==> src/rtl/ex_stage.sv <==
// Execute stage: registers the decode bundle, drives the external ALU, runs a
// 32-step restoring divider and issues byte-lane aligned data-SRAM requests.
//
// state     | meaning
// DIV_IDLE  | no divide in progress; operands latched when a divide is resident
// DIV_BUSY  | one restoring step per cycle, div_cnt 0..31
// DIV_DONE  | result held until the instruction moves to the memory stage
module ex_stage (
  input  logic         clk,
  input  logic         reset,
  output logic         es_allowin,
  input  logic         ds_to_es_valid,
  input  logic [31:0]  ds_pc,
  input  logic [126:0] ds_to_es_bus,
  output logic [11:0]  es_alu_op,
  output logic [31:0]  es_alu_src1,
  output logic [31:0]  es_alu_src2,
  input  logic [31:0]  alu_result,
  input  logic         ms_allowin,
  output logic         es_to_ms_valid,
  output logic [31:0]  es_pc,
  output logic [38:0]  es_rf_collect,
  output logic [4:0]   mem_inst_bus,
  output logic [38:0]  es_fwd_bus,
  output logic         data_sram_en,
  output logic [3:0]   data_sram_we,
  output logic [31:0]  data_sram_addr,
  output logic [31:0]  data_sram_wdata
);

  typedef enum logic [1:0] {DIV_IDLE, DIV_BUSY, DIV_DONE} div_state_t;

  logic        es_valid;
  logic        es_ready_go;
  logic [3:0]  div_op;
  logic [4:0]  ld_bus;
  logic [2:0]  st_op;
  logic        res_from_mem;
  logic        rf_we;
  logic [4:0]  rf_waddr;
  logic [31:0] rkd_value;
  logic [31:0] es_result;
  logic        es_blocked;

  div_state_t  div_state, div_state_nxt;
  logic        div_start;
  logic [4:0]  div_cnt;
  logic [31:0] div_rem;
  logic [31:0] div_quo;
  logic [31:0] div_dsr;
  logic        div_neg_q;
  logic        div_neg_r;
  logic        div_zero;

  logic        is_div;
  logic        div_signed;
  logic        sel_quo;
  logic        src1_neg;
  logic        src2_neg;
  logic [31:0] abs_src1;
  logic [31:0] abs_src2;
  logic [32:0] step_tmp;
  logic [32:0] step_diff;
  logic        step_ge;
  logic [31:0] quo_fix;
  logic [31:0] rem_fix;
  logic [31:0] div_result;

  logic        mem_op;
  logic [3:0]  st_we;
  logic [31:0] st_wdata;

  assign es_allowin      = ~es_valid | (es_ready_go & ms_allowin);
  assign es_to_ms_valid  = es_valid & es_ready_go;

  always_ff @(posedge clk) begin
    if (reset) begin
      es_valid     <= 1'b0;
      es_pc        <= 32'h0;
      div_op       <= 4'h0;
      ld_bus       <= 5'h0;
      st_op        <= 3'h0;
      res_from_mem <= 1'b0;
      rf_we        <= 1'b0;
      rf_waddr     <= 5'h0;
      es_alu_op    <= 12'h0;
      es_alu_src1  <= 32'h0;
      es_alu_src2  <= 32'h0;
      rkd_value    <= 32'h0;
    end else if (es_allowin) begin
      es_valid <= ds_to_es_valid;
      if (ds_to_es_valid) begin
        es_pc        <= ds_pc;
        div_op       <= ds_to_es_bus[126:123];
        ld_bus       <= ds_to_es_bus[122:118];
        st_op        <= ds_to_es_bus[117:115];
        res_from_mem <= ds_to_es_bus[114];
        rf_we        <= ds_to_es_bus[113];
        rf_waddr     <= ds_to_es_bus[112:108];
        es_alu_op    <= ds_to_es_bus[107:96];
        es_alu_src1  <= ds_to_es_bus[95:64];
        es_alu_src2  <= ds_to_es_bus[63:32];
        rkd_value    <= ds_to_es_bus[31:0];
      end
    end
  end

  // div_op = {div.w, mod.w, div.wu, mod.wu}
  assign is_div     = |div_op;
  assign div_signed = div_op[3] | div_op[2];
  assign sel_quo    = div_op[3] | div_op[1];
  assign src1_neg   = div_signed & es_alu_src1[31];
  assign src2_neg   = div_signed & es_alu_src2[31];
  assign abs_src1   = src1_neg ? -es_alu_src1 : es_alu_src1;
  assign abs_src2   = src2_neg ? -es_alu_src2 : es_alu_src2;

  always_ff @(posedge clk) begin
    if (reset) begin
      div_state <= DIV_IDLE;
    end else begin
      div_state <= div_state_nxt;
    end
  end

  always_comb begin
    div_state_nxt = div_state;
    div_start     = 1'b0;
    case (div_state)
      DIV_IDLE: begin
        if (es_valid & is_div) begin
          div_state_nxt = DIV_BUSY;
          div_start     = 1'b1;
        end
      end
      DIV_BUSY: begin
        if (div_cnt == 5'd31) begin
          div_state_nxt = DIV_DONE;
        end
      end
      DIV_DONE: begin
        if (es_valid & ms_allowin) begin
          div_state_nxt = DIV_IDLE;
        end
      end
      default: div_state_nxt = DIV_IDLE;
    endcase
  end

  // Partial remainder stays below the divisor, so 33 bits hold the shifted value.
  assign step_tmp  = {div_rem, div_quo[31]};
  assign step_diff = step_tmp - {1'b0, div_dsr};
  assign step_ge   = ~step_diff[32];

  always_ff @(posedge clk) begin
    if (reset) begin
      div_cnt   <= 5'd0;
      div_rem   <= 32'h0;
      div_quo   <= 32'h0;
      div_dsr   <= 32'h0;
      div_neg_q <= 1'b0;
      div_neg_r <= 1'b0;
      div_zero  <= 1'b0;
    end else if (div_start) begin
      div_cnt   <= 5'd0;
      div_rem   <= 32'h0;
      div_quo   <= abs_src1;
      div_dsr   <= abs_src2;
      div_neg_q <= src1_neg ^ src2_neg;
      div_neg_r <= src1_neg;
      div_zero  <= (es_alu_src2 == 32'h0);
    end else if (div_state == DIV_BUSY) begin
      div_quo <= {div_quo[30:0], step_ge};
      div_rem <= step_ge ? step_diff[31:0] : step_tmp[31:0];
      div_cnt <= div_cnt + 5'd1;
    end
  end

  // A zero divisor leaves |src1| in the remainder, which re-signs back to src1.
  assign quo_fix    = div_zero ? 32'hFFFF_FFFF : (div_neg_q ? -div_quo : div_quo);
  assign rem_fix    = div_neg_r ? -div_rem : div_rem;
  assign div_result = sel_quo ? quo_fix : rem_fix;

  assign es_ready_go   = ~is_div | (div_state == DIV_DONE);
  assign es_result     = is_div ? div_result : alu_result;
  assign es_blocked    = es_valid & (res_from_mem | (is_div & ~es_ready_go));
  assign es_rf_collect = {res_from_mem, rf_we, rf_waddr, es_result};
  assign es_fwd_bus    = {es_valid & rf_we, rf_waddr, es_result, es_blocked};
  assign mem_inst_bus  = ld_bus;

  assign mem_op         = (|ld_bus) | (|st_op);
  assign data_sram_en   = es_valid & ms_allowin & mem_op;
  assign data_sram_addr = alu_result;

  // st_op = {st.w, st.h, st.b}
  always_comb begin
    st_we    = 4'b0000;
    st_wdata = 32'h0;
    if (st_op[2]) begin
      st_we    = 4'b1111;
      st_wdata = rkd_value;
    end else if (st_op[1]) begin
      st_we    = alu_result[1] ? 4'b1100 : 4'b0011;
      st_wdata = {2{rkd_value[15:0]}};
    end else if (st_op[0]) begin
      st_we    = 4'b0001 << alu_result[1:0];
      st_wdata = {4{rkd_value[7:0]}};
    end
  end

  assign data_sram_we    = data_sram_en ? st_we : 4'b0000;
  assign data_sram_wdata = st_wdata;

endmodule

==> config.mk <==
export PLATFORM = sky130hd
export DESIGN_NAME = ex_stage
export DESIGN_NICKNAME = d
export VERILOG_FILES = /design/src/rtl/ex_stage.sv
export SDC_FILE = /design/constraint.sdc
export NUM_CORES = 1
export LEC_CHECK = 0
export BUFFER_PORTS_ARGS = -buffer_cell sky130_fd_sc_hd__clkbuf_2
export CORE_MARGIN = 4
export CORE_UTILIZATION = 53
export DETAILED_ROUTE_END_ITERATION = 7
export HOLD_SLACK_MARGIN = 0.05
export PLACE_DENSITY_LB_ADDON = 0.2
export SLEW_MARGIN = 20
export SYNTH_ARGS = -nofsm -noshare
export SYNTH_HDL_FRONTEND = slang
export SYNTH_SLANG_ARGS = --single-unit
==> constraint.sdc <==
create_clock -name clk -period 4.2 [get_ports clk]
set_input_delay 0.21 -clock clk [delete_from_list [all_inputs] [get_ports clk]]
set_output_delay 0.21 -clock clk [all_outputs]
set_load 0.05 [all_outputs]
==> results.toml <==
[flow_run]
drv_cap = 0

[grt]
grt_pass1_vias = 16800
grt.overflow.total = 0
grt_start_max_net_pins = 99
antenna_found_initial = 2
grt_pass1_wl_mm = 91.9
grt.total_usage = 0.342

[pwr]
power.leakage_nw = 8.76
p_per_area_nw_per_um2 = 447
vdd_drop_max_v = 0.000349
power_mw = 9.05

[finish]
most-common-layout-cells = "nand2_1, clkbuf_2, a21oi_1"
drive_gt1_frac = 0.219
nets = 2811
syn2layout_area_growth_pct = 29.3
mostFrequentLayoutCell = "nand2_1"

[drt]
firstDrtPassIters = 5
antenna_left = 0
vias = 17400
wl_mm = 58.9
drcViolationCount = 0
drt_first_iter_violations = 1556
wl_per_cell_um = 19.7
vias_per_cell = 5.82

[synth]
async_flop_share = 0
yosysTopAreaCellShare = 0.341
ys_seq_elements = 266
synth.largest_area_cell = "dfxtp_1"
synthTopCellsByArea = "dfxtp_1, nand2_1, a21oi_1, xnor2_1, buf_4"
netlist_area_um2 = 15600
postSynthCellCount = 2115
synth-edff-count = 0
syn_nets = 2349
synth.distinct_cells = 68
avgSynthCellArea_um2 = 7.39
synth-seq-area-share = 0.341
yosys_warnings = 0
ys.flop_type = "dfxtp_1"

[floorplanning]
initial_core_util = 0.540
io_pins = 457
dieArea_um2 = 32300
rows = 62
core_um2 = 28900
dieHeight_um = 180
die_w_um = 180

[clock_tree]
clock_latency_ns = 0.54
root_buffer = "clkbuf_16"
ctsHtreeMaxLevel = 1
clockBufferDepth = 3
cts_tree = "done"
post_cts_buffers = 0
cts_inserted_buffers = 29
clock_sinks = 266
clkTransAtPathRegs_ns = 0.06

[sta]
fmax_mhz = 249
hold_violations = 0
period_minus_slack_ns = 4.02
slew-limit-headroom = 0.300
rsz0062_at_grt = "no"
finalSetupTns_ns = 0
fin_crit_sh = 0.957
fin_skew_ns = 0.00740
slew_violations = 0
setup_violations = 0
tightestPinTransition_ns = 1.05

[min_path]
whs_path_depth = 4
hold_class = "input pin to register"

[critical_path]
critPathArrivalTime_ns = 3.81
cp-end-kind = "output port"
startpoint_type = "register"
worstPathRequired_ns = 3.99
worstRegToRegCells = 13
ff2ff_setup_slack_ns = 0.46
worstSetupPathType = "register to output port"
cp_max_fo = 7

[placement]
io_buffers = 456
globalplace.congestion = 1.13
dp.final_hpwl_mm = 41.2

[status]
outcome = "complete, no violations"
[worst max-delay path, cell delays in order, from the launching register on]
cell and delay [ns]:
dfxtp_1 0.37, or4_4 0.56, or3_1 0.35, or2_4 0.26, or3_4 0.41, or3_4 0.38, o21ai_0 0.22, xor2_1 0.11
a21oi_2 0.27, clkbuf_2 0.34
[report_power, final]
part           switching (mW)  internal (mW)  total (mW)
combinational            2.32           1.18        3.50
sequential              0.211           2.68        2.89
clock                    1.05           1.61        2.66
total                    3.57           5.47        9.05
[Yosys cell counts, types with 15 or more instances]
cell      count
nor2_1      142
ha_1         38
mux2i_1      36
a21oi_1     295
xor2_1       63
o21ai_0      97
inv_1        60
dfxtp_1     266
buf_4        74
a211oi_1     40
nor3_1       21
a21o_1       15
clkbuf_1    132
nor2b_1      17
a22oi_1      42
nand3_1      17
o31ai_1      20
xnor2_1      85
nand2_1     470
[layer usage]
layer / global-route usage / up-vias / part of all wire
li1: - / 8146 / -
met4: 0.202 / 0 / 0.069
met1: 0.408 / 8013 / 0.38
met3: 0.0649 / 230 / 0.079
met2: 0.573 / 975 / 0.47
met5: 0 / - / 0
[flip-flops by register name (all words and copies together) (netlist names), 2 cells and up]
name	count
div_dsr	32
st_op	3
div_rem	32
es_alu_op	12
div_quo	32
div_cnt	5
rkd_value	32
div_op	4
es_pc	32
mem_inst_bus	5
div_state	2
es_alu_src1	32
es_alu_src2	32
rf_waddr	5
[cell type report]
class	count	area, um^2
Timing Repair Buffer	642	4120
Multi-Input combinational cell	1578	9070
Sequential cell	266	5330
Antenna cell	2	5.00
Inverter	60	225
Fill cell	2338	8710
Clock inverter	12	163
Clock buffer	40	827
Tap cell	384	480
[through the flow]
step	hold WS, ns	area, um^2	std cells	util	worst slack (ns)
2_1_floorplan	0.346	15600	2115	-	0.301
3_3_place_gp	0.432	17600	2770	0.608	0.577
3_5_place_dp	0.438	17600	2770	0.608	0.493
4_1_cts	0.0886	20200	2982	0.698	0.0178
5_1_grt	0.0925	20200	2984	0.699	0.0318
6_report	0.0996	20200	2984	0.699	0.180
[cell families after synthesis]
logic type	after synthesis	synth area share
AO/OA/AOI/OAI	597	0.229
buffers and inverters	271	0.0834
multiplexers	39	0.0252
adder cells (fa/ha/maj)	39	0.0317
AND/OR/NAND/NOR	754	0.206
flip-flops	266	0.341
XOR/XNOR	149	0.0847
[final timing paths]
| check | startpoint | endpoint |
|---|---|---|
| worst max-delay path | div_quo[7] | es_fwd_bus[30] |
| worst max register to register | div_quo[31] | div_rem[8] |
| worst min register to register | es_pc[24] | es_pc[24] |
| worst min-delay path | ms_allowin | div_state[1] |
[what timing repair did]
action	in CTS	in global routing
endpoints found under the hold margin	160	0
hold buffers	160	0
endpoints found under the setup margin	0	6
gates resized for setup	0	4
No activity file was read; power rests on OpenSTA's default activity.
